[src/rtl/noc_collector_pkg.sv]
// Shared defaults, FSM encoding and flit field helpers for the NoC collector.
`ifndef NOC_COLLECTOR_PKG_SV
`define NOC_COLLECTOR_PKG_SV

// Flit layout: {pid, src, ts}, packed against bit 0.
`define NOC_PID(f, PW, SW, TW) f[(PW)+(SW)+(TW)-1 -: (PW)]
`define NOC_SRC(f, SW, TW)     f[(SW)+(TW)-1 -: (SW)]
`define NOC_TS(f, TW)          f[(TW)-1:0]

package noc_collector_pkg;

  localparam int PID_W_DEF = 10;
  localparam int SRC_W_DEF = 6;
  localparam int TS_W_DEF  = 16;

  typedef enum logic {
    WAIT_REQ = 1'b0,
    GRANT    = 1'b1
  } collectorState_e;

  function automatic logic [31:0] satAdd32(input logic [31:0] a, input logic [31:0] b);
    logic [32:0] s;
    s = {1'b0, a} + {1'b0, b};
    return s[32] ? 32'hFFFF_FFFF : s[31:0];
  endfunction

endpackage

`endif

[src/rtl/collector_fifo.sv]
// First-word fall-through record FIFO with occupancy count and registered full flag.
module collector_fifo
  import noc_collector_pkg::*;
#(
  parameter int WIDTH = 32,
  parameter int DEPTH = 8
) (
  input  logic                     clk,
  input  logic                     reset,
  input  logic                     push,
  input  logic [WIDTH-1:0]         pushData,
  input  logic                     pop,
  output logic                     valid,
  output logic [WIDTH-1:0]         popData,
  output logic [$clog2(DEPTH):0]   count,
  output logic                     full
);

  localparam int AW = $clog2(DEPTH);
  localparam int CW = AW + 1;

  logic [WIDTH-1:0] mem [DEPTH];
  logic [AW-1:0]    wrPtr;
  logic [AW-1:0]    rdPtr;
  logic             doPush;
  logic             doPop;
  logic [CW-1:0]    countNext;

  // A pop in the same cycle frees the slot, so a push is legal even when full.
  assign doPop  = pop & (count != '0);
  assign doPush = push & ((count != CW'(DEPTH)) | doPop);

  always_comb begin
    countNext = count;
    if (doPush && !doPop) begin
      countNext = count + CW'(1);
    end else if (doPop && !doPush) begin
      countNext = count - CW'(1);
    end
  end

  always_ff @(posedge clk or negedge reset) begin
    if (!reset) begin
      wrPtr <= '0;
      rdPtr <= '0;
      count <= '0;
      full  <= 1'b0;
    end else begin
      if (doPush) wrPtr <= wrPtr + AW'(1);
      if (doPop)  rdPtr <= rdPtr + AW'(1);
      count <= countNext;
      full  <= (countNext == CW'(DEPTH));
    end
  end

  // Storage carries no reset; the pointers alone define what is valid.
  always_ff @(posedge clk) begin
    if (doPush) mem[wrPtr] <= pushData;
  end

  assign valid   = (count != '0);
  assign popData = mem[rdPtr];

endmodule

[src/rtl/noc_collector_fifo.sv]
// Packet sink at a router Local port: Req/Gnt intake, latency stamping, record FIFO and stats.
module noc_collector_fifo
  import noc_collector_pkg::*;
#(
  parameter logic [5:0] MODULE_ID = 6'd0,
  parameter int PID_W  = PID_W_DEF,
  parameter int SRC_W  = SRC_W_DEF,
  parameter int TS_W   = TS_W_DEF,
  parameter int DATA_W = 32,
  parameter int DEPTH  = 8,
  parameter int LOG_EN = 0
) (
  input  logic                         clk,
  input  logic                         reset,
  input  logic [DATA_W-1:0]            PacketIn,
  input  logic                         ReqUpStr,
  output logic                         GntUpStr,
  output logic                         UpStrFull,
  output logic                         rec_valid,
  input  logic                         rec_ready,
  output logic [PID_W+SRC_W+TS_W-1:0]  rec_data,
  input  logic                         stats_clr,
  output logic [31:0]                  rx_count,
  output logic [TS_W-1:0]              lat_max,
  output logic [31:0]                  lat_sum,
  output logic [31:0]                  cycle_cnt,
  output logic                         dbgState
);

  localparam int CW = $clog2(DEPTH) + 1;

  collectorState_e state;
  collectorState_e stateNext;
  logic            accept;
  logic [CW-1:0]   fifoCount;

  logic [PID_W-1:0] pid;
  logic [SRC_W-1:0] src;
  logic [TS_W-1:0]  ts;
  logic [TS_W-1:0]  latency;

  logic [31:0]      cycleCnt;
  logic [31:0]      rxCount;
  logic [31:0]      latSum;
  logic [TS_W-1:0]  latMax;

  assign pid = `NOC_PID(PacketIn, PID_W, SRC_W, TS_W);
  assign src = `NOC_SRC(PacketIn, SRC_W, TS_W);
  assign ts  = `NOC_TS(PacketIn, TS_W);

  // Modulo subtraction: a timestamp taken just before the counter wrapped still yields a small latency.
  assign latency = cycleCnt[TS_W-1:0] - ts;

  always_ff @(posedge clk or negedge reset) begin
    if (!reset) begin
      state <= WAIT_REQ;
    end else begin
      state <= stateNext;
    end
  end

  always_comb begin
    stateNext = state;
    accept    = 1'b0;
    case (state)
      WAIT_REQ: begin
        if (ReqUpStr && (fifoCount < CW'(DEPTH))) begin
          accept    = 1'b1;
          stateNext = GRANT;
        end
      end
      GRANT: begin
        stateNext = WAIT_REQ;
      end
    endcase
  end

  // The grant pulse is exactly the cycle spent in GRANT.
  assign GntUpStr = (state == GRANT);
  assign dbgState = state;

  always_ff @(posedge clk or negedge reset) begin
    if (!reset) begin
      cycleCnt <= '0;
    end else begin
      cycleCnt <= cycleCnt + 32'd1;
    end
  end

  // A clear coinciding with a push restarts the statistics from that packet.
  always_ff @(posedge clk or negedge reset) begin
    if (!reset) begin
      rxCount <= '0;
      latSum  <= '0;
      latMax  <= '0;
    end else if (stats_clr) begin
      rxCount <= accept ? 32'd1 : 32'd0;
      latSum  <= accept ? 32'(latency) : 32'd0;
      latMax  <= accept ? latency : '0;
    end else if (accept) begin
      if (rxCount != 32'hFFFF_FFFF) rxCount <= rxCount + 32'd1;
      latSum <= satAdd32(latSum, 32'(latency));
      if (latency > latMax) latMax <= latency;
    end
  end

  collector_fifo #(
    .WIDTH (PID_W + SRC_W + TS_W),
    .DEPTH (DEPTH)
  ) u_fifo (
    .clk      (clk),
    .reset    (reset),
    .push     (accept),
    .pushData ({pid, src, latency}),
    .pop      (rec_ready),
    .valid    (rec_valid),
    .popData  (rec_data),
    .count    (fifoCount),
    .full     (UpStrFull)
  );

  assign rx_count  = rxCount;
  assign lat_max   = latMax;
  assign lat_sum   = latSum;
  assign cycle_cnt = cycleCnt;

`ifndef SYNTHESIS
  if (LOG_EN != 0) begin : gLog
    always_ff @(posedge clk) begin
      if (reset && accept) begin
        $display("collector %0d: pid=%0d src=%0d latency=%0d",
                 MODULE_ID, pid, src, latency);
      end
    end
  end
`endif

endmodule

[config.mk]
export PLATFORM = sky130hd
export DESIGN_NAME = noc_collector_fifo
export DESIGN_NICKNAME = d
export VERILOG_FILES = /design/src/rtl/noc_collector_pkg.sv /design/src/rtl/collector_fifo.sv /design/src/rtl/noc_collector_fifo.sv
export SDC_FILE = /design/constraint.sdc
export NUM_CORES = 1
export LEC_CHECK = 0
export ABC_AREA = 1
export BUFFER_PORTS_ARGS = -buffer_cell sky130_fd_sc_hd__clkbuf_2
export CELL_PAD_IN_SITES_DETAIL_PLACEMENT = 0
export CELL_PAD_IN_SITES_GLOBAL_PLACEMENT = 1
export CORE_ASPECT_RATIO = 1.5
export CORE_MARGIN = 5
export CORE_UTILIZATION = 35
export CTS_CLUSTER_SIZE = 10
export DETAILED_ROUTE_END_ITERATION = 10
export PLACE_DENSITY_LB_ADDON = 0.1
export SYNTH_ARGS = -nofsm -noshare
export SYNTH_HDL_FRONTEND = slang
export SYNTH_HIERARCHICAL = 1
export SYNTH_SLANG_ARGS = --single-unit
[constraint.sdc]
create_clock -name clk -period 3.5 [get_ports clk]
set_input_delay 0.175 -clock clk [delete_from_list [all_inputs] [get_ports clk]]
set_output_delay 0.175 -clock clk [all_outputs]
set_load 0.02 [all_outputs]
* Word level (Yosys, flattened, before mapping)
Memories as Yosys holds them, arrays and structs flattened. Index checks and enable logic that the tools add are counted.
Storage, ports and cells: logic and storage cells 57, memory bits (read-only) 0, register bits 124, output and inout port bits 148, bits in writable memories 256, latch bits 0, input port bits 37, memories 1
Operators by class: reduce and logical (&&, ||, !) cells 11, bitwise operators 4, equal/unequal tests 3, magnitude comparators 2, shift-type cells 0, divide/modulo/power cells 0, $add $sub $neg 8, multiplexer cells 19, multipliers 0
Memories:
- u_fifo.mem | depth 8, bits a word 32, read ports 1, clocked after Yosys merged registers in 0, write ports 1, line collector_fifo.sv:22 | logic [WIDTH-1:0] mem [DEPTH];
Operators by type and width (count):
- $mux W32 | 6
- $mux W16 | 5
- $add A32 B1 Y32 const B | 2
- $add A32 B16 Y33 | 1
- $ne A32 B32 Y1 const B | 1
- $gt A16 B16 Y1 | 1
- $sub A16 B16 Y16 | 1
- $mux W4 | 2
- $add A3 B1 Y3 const B | 2
- $reduce_bool A2 Y1 | 3
- $mux W1 | 5
- $add A4 B1 Y4 const B | 1
- $eq A4 B4 Y1 const B | 1
- $lt A4 B4 Y1 const B | 1
- $ne A4 B4 Y1 const B | 1
- $reduce_and A2 Y1 | 2
- $reduce_bool A4 Y1 | 1
- $sub A4 B1 Y4 const B | 1
- $logic_and A1 B1 Y1 | 3
- $and A1 B1 Y1 | 2
- $logic_not A1 Y1 | 2
- $pmux W1 S2 | 1
- $not A1 Y1 | 1
- $or A1 B1 Y1 | 1

* Depth between registers and ports, before layout
depth in word-level cells 10, mapped depth 25, mapped depth without buffers 25

* Cells and area by module
Netlist, hierarchy kept.
By module, submodules not included:
- collector_fifo | cells each 813, area each 10644.0 um^2, seq. area each 7962.6 um^2, times used 1
- noc_collector_fifo | cells each 1284, area each 8704.6 um^2, seq. area each 2827.7 um^2, times used 1

* Least setup slack after synthesis
No wires, ideal clock.
path kind reg-to-reg, start point register state (netlist: GntUpStr), end point memory u_fifo.mem[0][0], enable pin, data required time 3.079 ns, library setup time 0.421 ns, arrival 3.049 ns, buffers on the path 1, clock period less this slack 3.470 ns, setup slack 0.030 ns, stages on the path, launching flop included 6, cells stage by stage dfrtp_1 -> nor3_2 -> clkbuf_1 -> o21ai_1 -> or2_2 -> nor2_1
Between the ends: word-level cells in the longest chain between the ends 4
RTL lines:
- start, declared | line noc_collector_fifo.sv:32 | collectorState_e state;
- start signal, assigned | line noc_collector_fifo.sv:58 | state <= stateNext;
- $mux W1 | line noc_collector_fifo.sv:65 | case (state)
- net accept | line noc_collector_fifo.sv:34 | logic accept;
- $and A1 B1 Y1 | line collector_fifo.sv:31 | assign doPush = push & ((count != CW'(DEPTH)) | doPop);
- $mux W1 | line collector_fifo.sv:58 | if (doPush) mem[wrPtr] <= pushData;
- $mux W1 (not written as such) | line collector_fifo.sv:58
- end, declared | line collector_fifo.sv:22
The timed path passes the listed nets, and every way through them passes these cells.

* Final worst setup path
start point register cycleCnt[9] (netlist: cycle_cnt[9]), end point register latMax[6] (netlist: lat_max[6])
Between the ends: word-level cells in the longest chain between the ends 4
RTL lines:
- start, declared | line noc_collector_fifo.sv:42 | logic [31:0] cycleCnt;
- start signal, assigned | line noc_collector_fifo.sv:86 | cycleCnt <= cycleCnt + 32'd1;
- $sub A16 B16 Y16 | line noc_collector_fifo.sv:52 | assign latency = cycleCnt[TS_W-1:0] - ts;
- net latency[14] | line noc_collector_fifo.sv:40 | logic [TS_W-1:0] latency;
- $gt A16 B16 Y1 | line noc_collector_fifo.sv:103 | if (latency > latMax) latMax <= latency;
- $reduce_bool A2 Y1 (no line)
- $reduce_and A2 Y1 (no line)
- end signal, assigned | line noc_collector_fifo.sv:99 | latMax <= accept ? latency : '0;
- end signal, assigned | line noc_collector_fifo.sv:103
- end, declared | line noc_collector_fifo.sv:45 | logic [TS_W-1:0] latMax;
The timed path passes the listed nets, and every way through them passes these cells. A chain may end at the register's enable or synchronous reset.

==> impl_metrics.yaml <==
sta:
  transition_time_of_the_tightest_slew_check_pin_ns: 1.06
  hold_slack_ns: 0.141
  finalHoldViolCount: 0
  period_minus_slack_ns: 3.25
  fin_setup_tns_ns: 0
  timing.final.max_slew_violations: 0
  period_share: 0.929
  setup_viol_count_final: 0
  timing.clock.skew_ns: 0.0285
  timing.fmax_mhz: 308
  finalWorstSetupSlack_ns: 0.248
  rsz0062_at_grt: "true"
  slew_headroom: 0.295
pwr:
  power_mw: 16.3
  p_per_area_nw_per_um2: 696
  power.static_leakage_nw: 10.0
  vdd_ir_drop_max_mv: 0.406
layout:
  antenna_cells: 0
  layout.core_utilization: 0.427
  layout-drive-gt1-share: 0.178
  finalNetCount: 2459
  areaGrowthSynthToFinish_pct: 20.8
  non_filler_cells_in_the_finished_layout: 3097
  stdcell_area_um2: 23400
placed_design:
  place.detailed.hpwl_mm: 42.1
  buffer_ports.inserted: 184
  routabilityCongestion: 0.897
  numPlacedInstances: 2994
  postPlaceCellArea_um2: 21600
  dp_slack_ns: -0.193
die:
  die-area_um2: 60200
  chipWidth_um: 202
  core_area_um2: 54800
  io_pins: 185
  start_util: 0.353
  placement_rows: 105
  die_h_um: 298
critical_path:
  start_kind: "flip-flop"
  crit_type: "reg2reg"
  setup.worst_path.start: "cycle_cnt[9]"
  maximum_fanout_count_along_the_critical_path: 7
  required_ns: 3.95
  critical_path.endpoint_type: "flip-flop"
  critPathMaxStageDelay_ns: 0.38
  critPathSlowestCell: "sky130_fd_sc_hd__dfrtp_1"
  cpMostUsedCell: "sky130_fd_sc_hd__nand2_1"
  reg2reg_from: "cycle_cnt[9]"
  worst_ep_arrival_time_ns: 3.70
  crit_path_cell_trace: "ha_1 -> a21oi_1 -> o21ai_0 -> a21oi_1 -> nand2_1 -> nand2_1 -> nand2_4 -> buf_4 -> ha_1 -> nand4_1 -> nor2_2 -> nand2_1 -> nand2_1 -> nand2_1 -> nand2_2 -> nand2_4 -> buf_6 -> nand2_1 -> nand2_1"
grt:
  grt_max_degree: 87
  grt_util_all_layers: 0.195
  overflow_left_after_global_routing: 0
  via_count_of_the_first_global_routing_pass: 15900
  initial_antenna_violation_count: 2
  grt_first_pass_wirelength_mm: 92.1
logic_synthesis:
  synth-async-reset-ratio: 0.326
  synth_edf_count: 256
  syn-cell-area_um2: 19300
  yosys_warnings: 6
  post_synth_num_cell_types: 46
  synth.top_cells.by_area: "sky130_fd_sc_hd__edfxtp_1 40%, sky130_fd_sc_hd__dfrtp_1 16%, sky130_fd_sc_hd__nand2_1 11%, sky130_fd_sc_hd__nor2_1 6.0%, sky130_fd_sc_hd__nand3_1 3.6%"
  synth_top_family_by_area: "simple AND/OR/NAND/NOR gates"
  postSynthCellCount: 2097
  synth_common_cells: "551 x sky130_fd_sc_hd__nand2_1, 308 x sky130_fd_sc_hd__nor2_1, 256 x sky130_fd_sc_hd__edfxtp_1"
  synth_top_area_share: 0.397
  yosysSeqAreaShare: 0.558
  yosys_most_used_dff: "sky130_fd_sc_hd__edfxtp_1"
  post_synthesis_share_of_cell_area_spent_on_xor_and_xnor_gates: 0.0281
  synthMuxAreaShare: 0.000582
  synthesis_stage_register_bit_count: 380
  yosys.area_share.adder: 0.0370
  net_count_synth: 2190
  synthMostInstantiatedCell: "sky130_fd_sc_hd__nand2_1"
  synth-simple-area-share: 0.241
  syn-mean-instance-area_um2: 9.23
  complex_gate_fraction_of_the_synthesized_area: 0.0764
  synth_top_area_cell: "sky130_fd_sc_hd__edfxtp_1"
drt:
  avgViaCountPerCell: 4.98
  antenna_left: 0
  dr_total_vias: 15400
  route.detailed.wl_per_inst_um: 19.1
  drc: 0
  detailedRoute.firstPassIterationCount: 4
  dr_wl_met3_mm: 3.16
  highest_layer: "met4"
  met2WireLength_mm: 31.5
  drtIter0Drc: 664
  m1WireLength_mm: 22.6
  route.final.wire_length_mm: 59.2
flow_run:
  max_cap_violation_count: 0
clock_tree:
  worst_setup_hold_path_clk_slew_ns: 0.06
  h_tree_levels: 2
  cts_tree: "done"
  clk-insertion-delay-late_ns: 0.58
  clock_sinks: 380
  ctsLongestPathBuffers: 3
  clockRootBuffer: "sky130_fd_sc_hd__clkbuf_16"
  number_of_clock_buffers_inserted_by_tritoncts: 45
worst_hold_path:
  timing.hold.worst.start: "stats_clr"
  min_path_type: "in2reg"
run_status:
  status: "finished, final reports clean"
-- logic make-up after synthesis --
logic type               Yosys count
AO/OA/AOI/OAI                    233
flip-flops                       380
AND/OR/NAND/NOR                 1106
XOR/XNOR                          62
adder cells (fa/ha/maj)           56
multiplexers                       1
buffers and inverters            259
-- worst paths after layout --
| check | endpoint | slack [ns] | cells after the start |
|---|---|---|---|
| setup / recovery | lat_max[6] | 0.25 | 19 |
| hold / removal | rx_count[4] | 0.14 | 4 |
| setup reg to reg | lat_max[6] | 0.25 | 19 |
| hold reg to reg | cycle_cnt[0] | 0.45 | 1 |
| max in group asynchronous | cycle_cnt[4] | 2.44 | 3 |
| min in group asynchronous | lat_sum[21] | 0.27 | 2 |
-- metal layers --
metal  GRT usage  vias to the layer above
met2       0.364                      330
met4      0.0682                        0
met5           0                        -
met1       0.215                     7427
met3      0.0449                       94
li1            -                     7587
-- cell type report --
| cell class | instances | area (µm²) |
|---|---|---|
| tap | 695 | 870 |
| multi-input combinational | 1458 | 7660 |
| inverter | 187 | 703 |
| sequential | 380 | 10800 |
| timing repair buffer | 294 | 2000 |
| fill | 5429 | 31400 |
| clock inverter | 4 | 48.8 |
| clock buffer | 79 | 1290 |
-- cells in the final DEF, fill, tap and decap left out, types with 64 or more instances in the layout --
cell type and count:
sky130_fd_sc_hd__buf_4 73, sky130_fd_sc_hd__clkbuf_2 183, sky130_fd_sc_hd__dfrtp_1 122, sky130_fd_sc_hd__edfxtp_1 256
sky130_fd_sc_hd__inv_1 182, sky130_fd_sc_hd__nand2_1 539, sky130_fd_sc_hd__nand3_1 138, sky130_fd_sc_hd__nor2_1 298
sky130_fd_sc_hd__o21ai_0 82, sky130_fd_sc_hd__o32ai_1 64
-- report_power, final --
part,switching (mW),total [mW],leakage (nW),internal (mW)
clock,1.82,4.32,0.639,2.50
sequential,0.510,5.88,3.98,5.37
combinational,4.11,6.07,5.41,1.96
total,6.44,16.3,10.0,9.83
-- worst max-delay path, delay by kind of cell (launching register included) --
kind,cells,cell delay (ns)
DFF,1,0.38
adders and majority gates,2,0.62
buffers and inverters,2,0.31
AOI/OAI and AO/OA,3,0.74
and+or+nand+nor,12,1.07
-- what timing repair did --
item | in CTS | in global routing
hold endpoints to repair | 213 | 0
pin swaps | 0 | 8
cloned | 0 | 0
resized for setup | 6 | 46
hold buffers | 18 | 0
setup endpoints to repair | 41 | 48
setup buffers | 0 | 2
-- sequential cells by signal, summed over array words and instances, names as in the netlist --
register      count
GntUpStr          1
cycle_cnt        32
lat_max          16
lat_sum          32
rx_count         32
u_fifo/count      4
u_fifo/full       1
u_fifo/mem      256
u_fifo/rdPtr      3
u_fifo/wrPtr      3
Note: power is estimated with default switching activity, not from simulation.
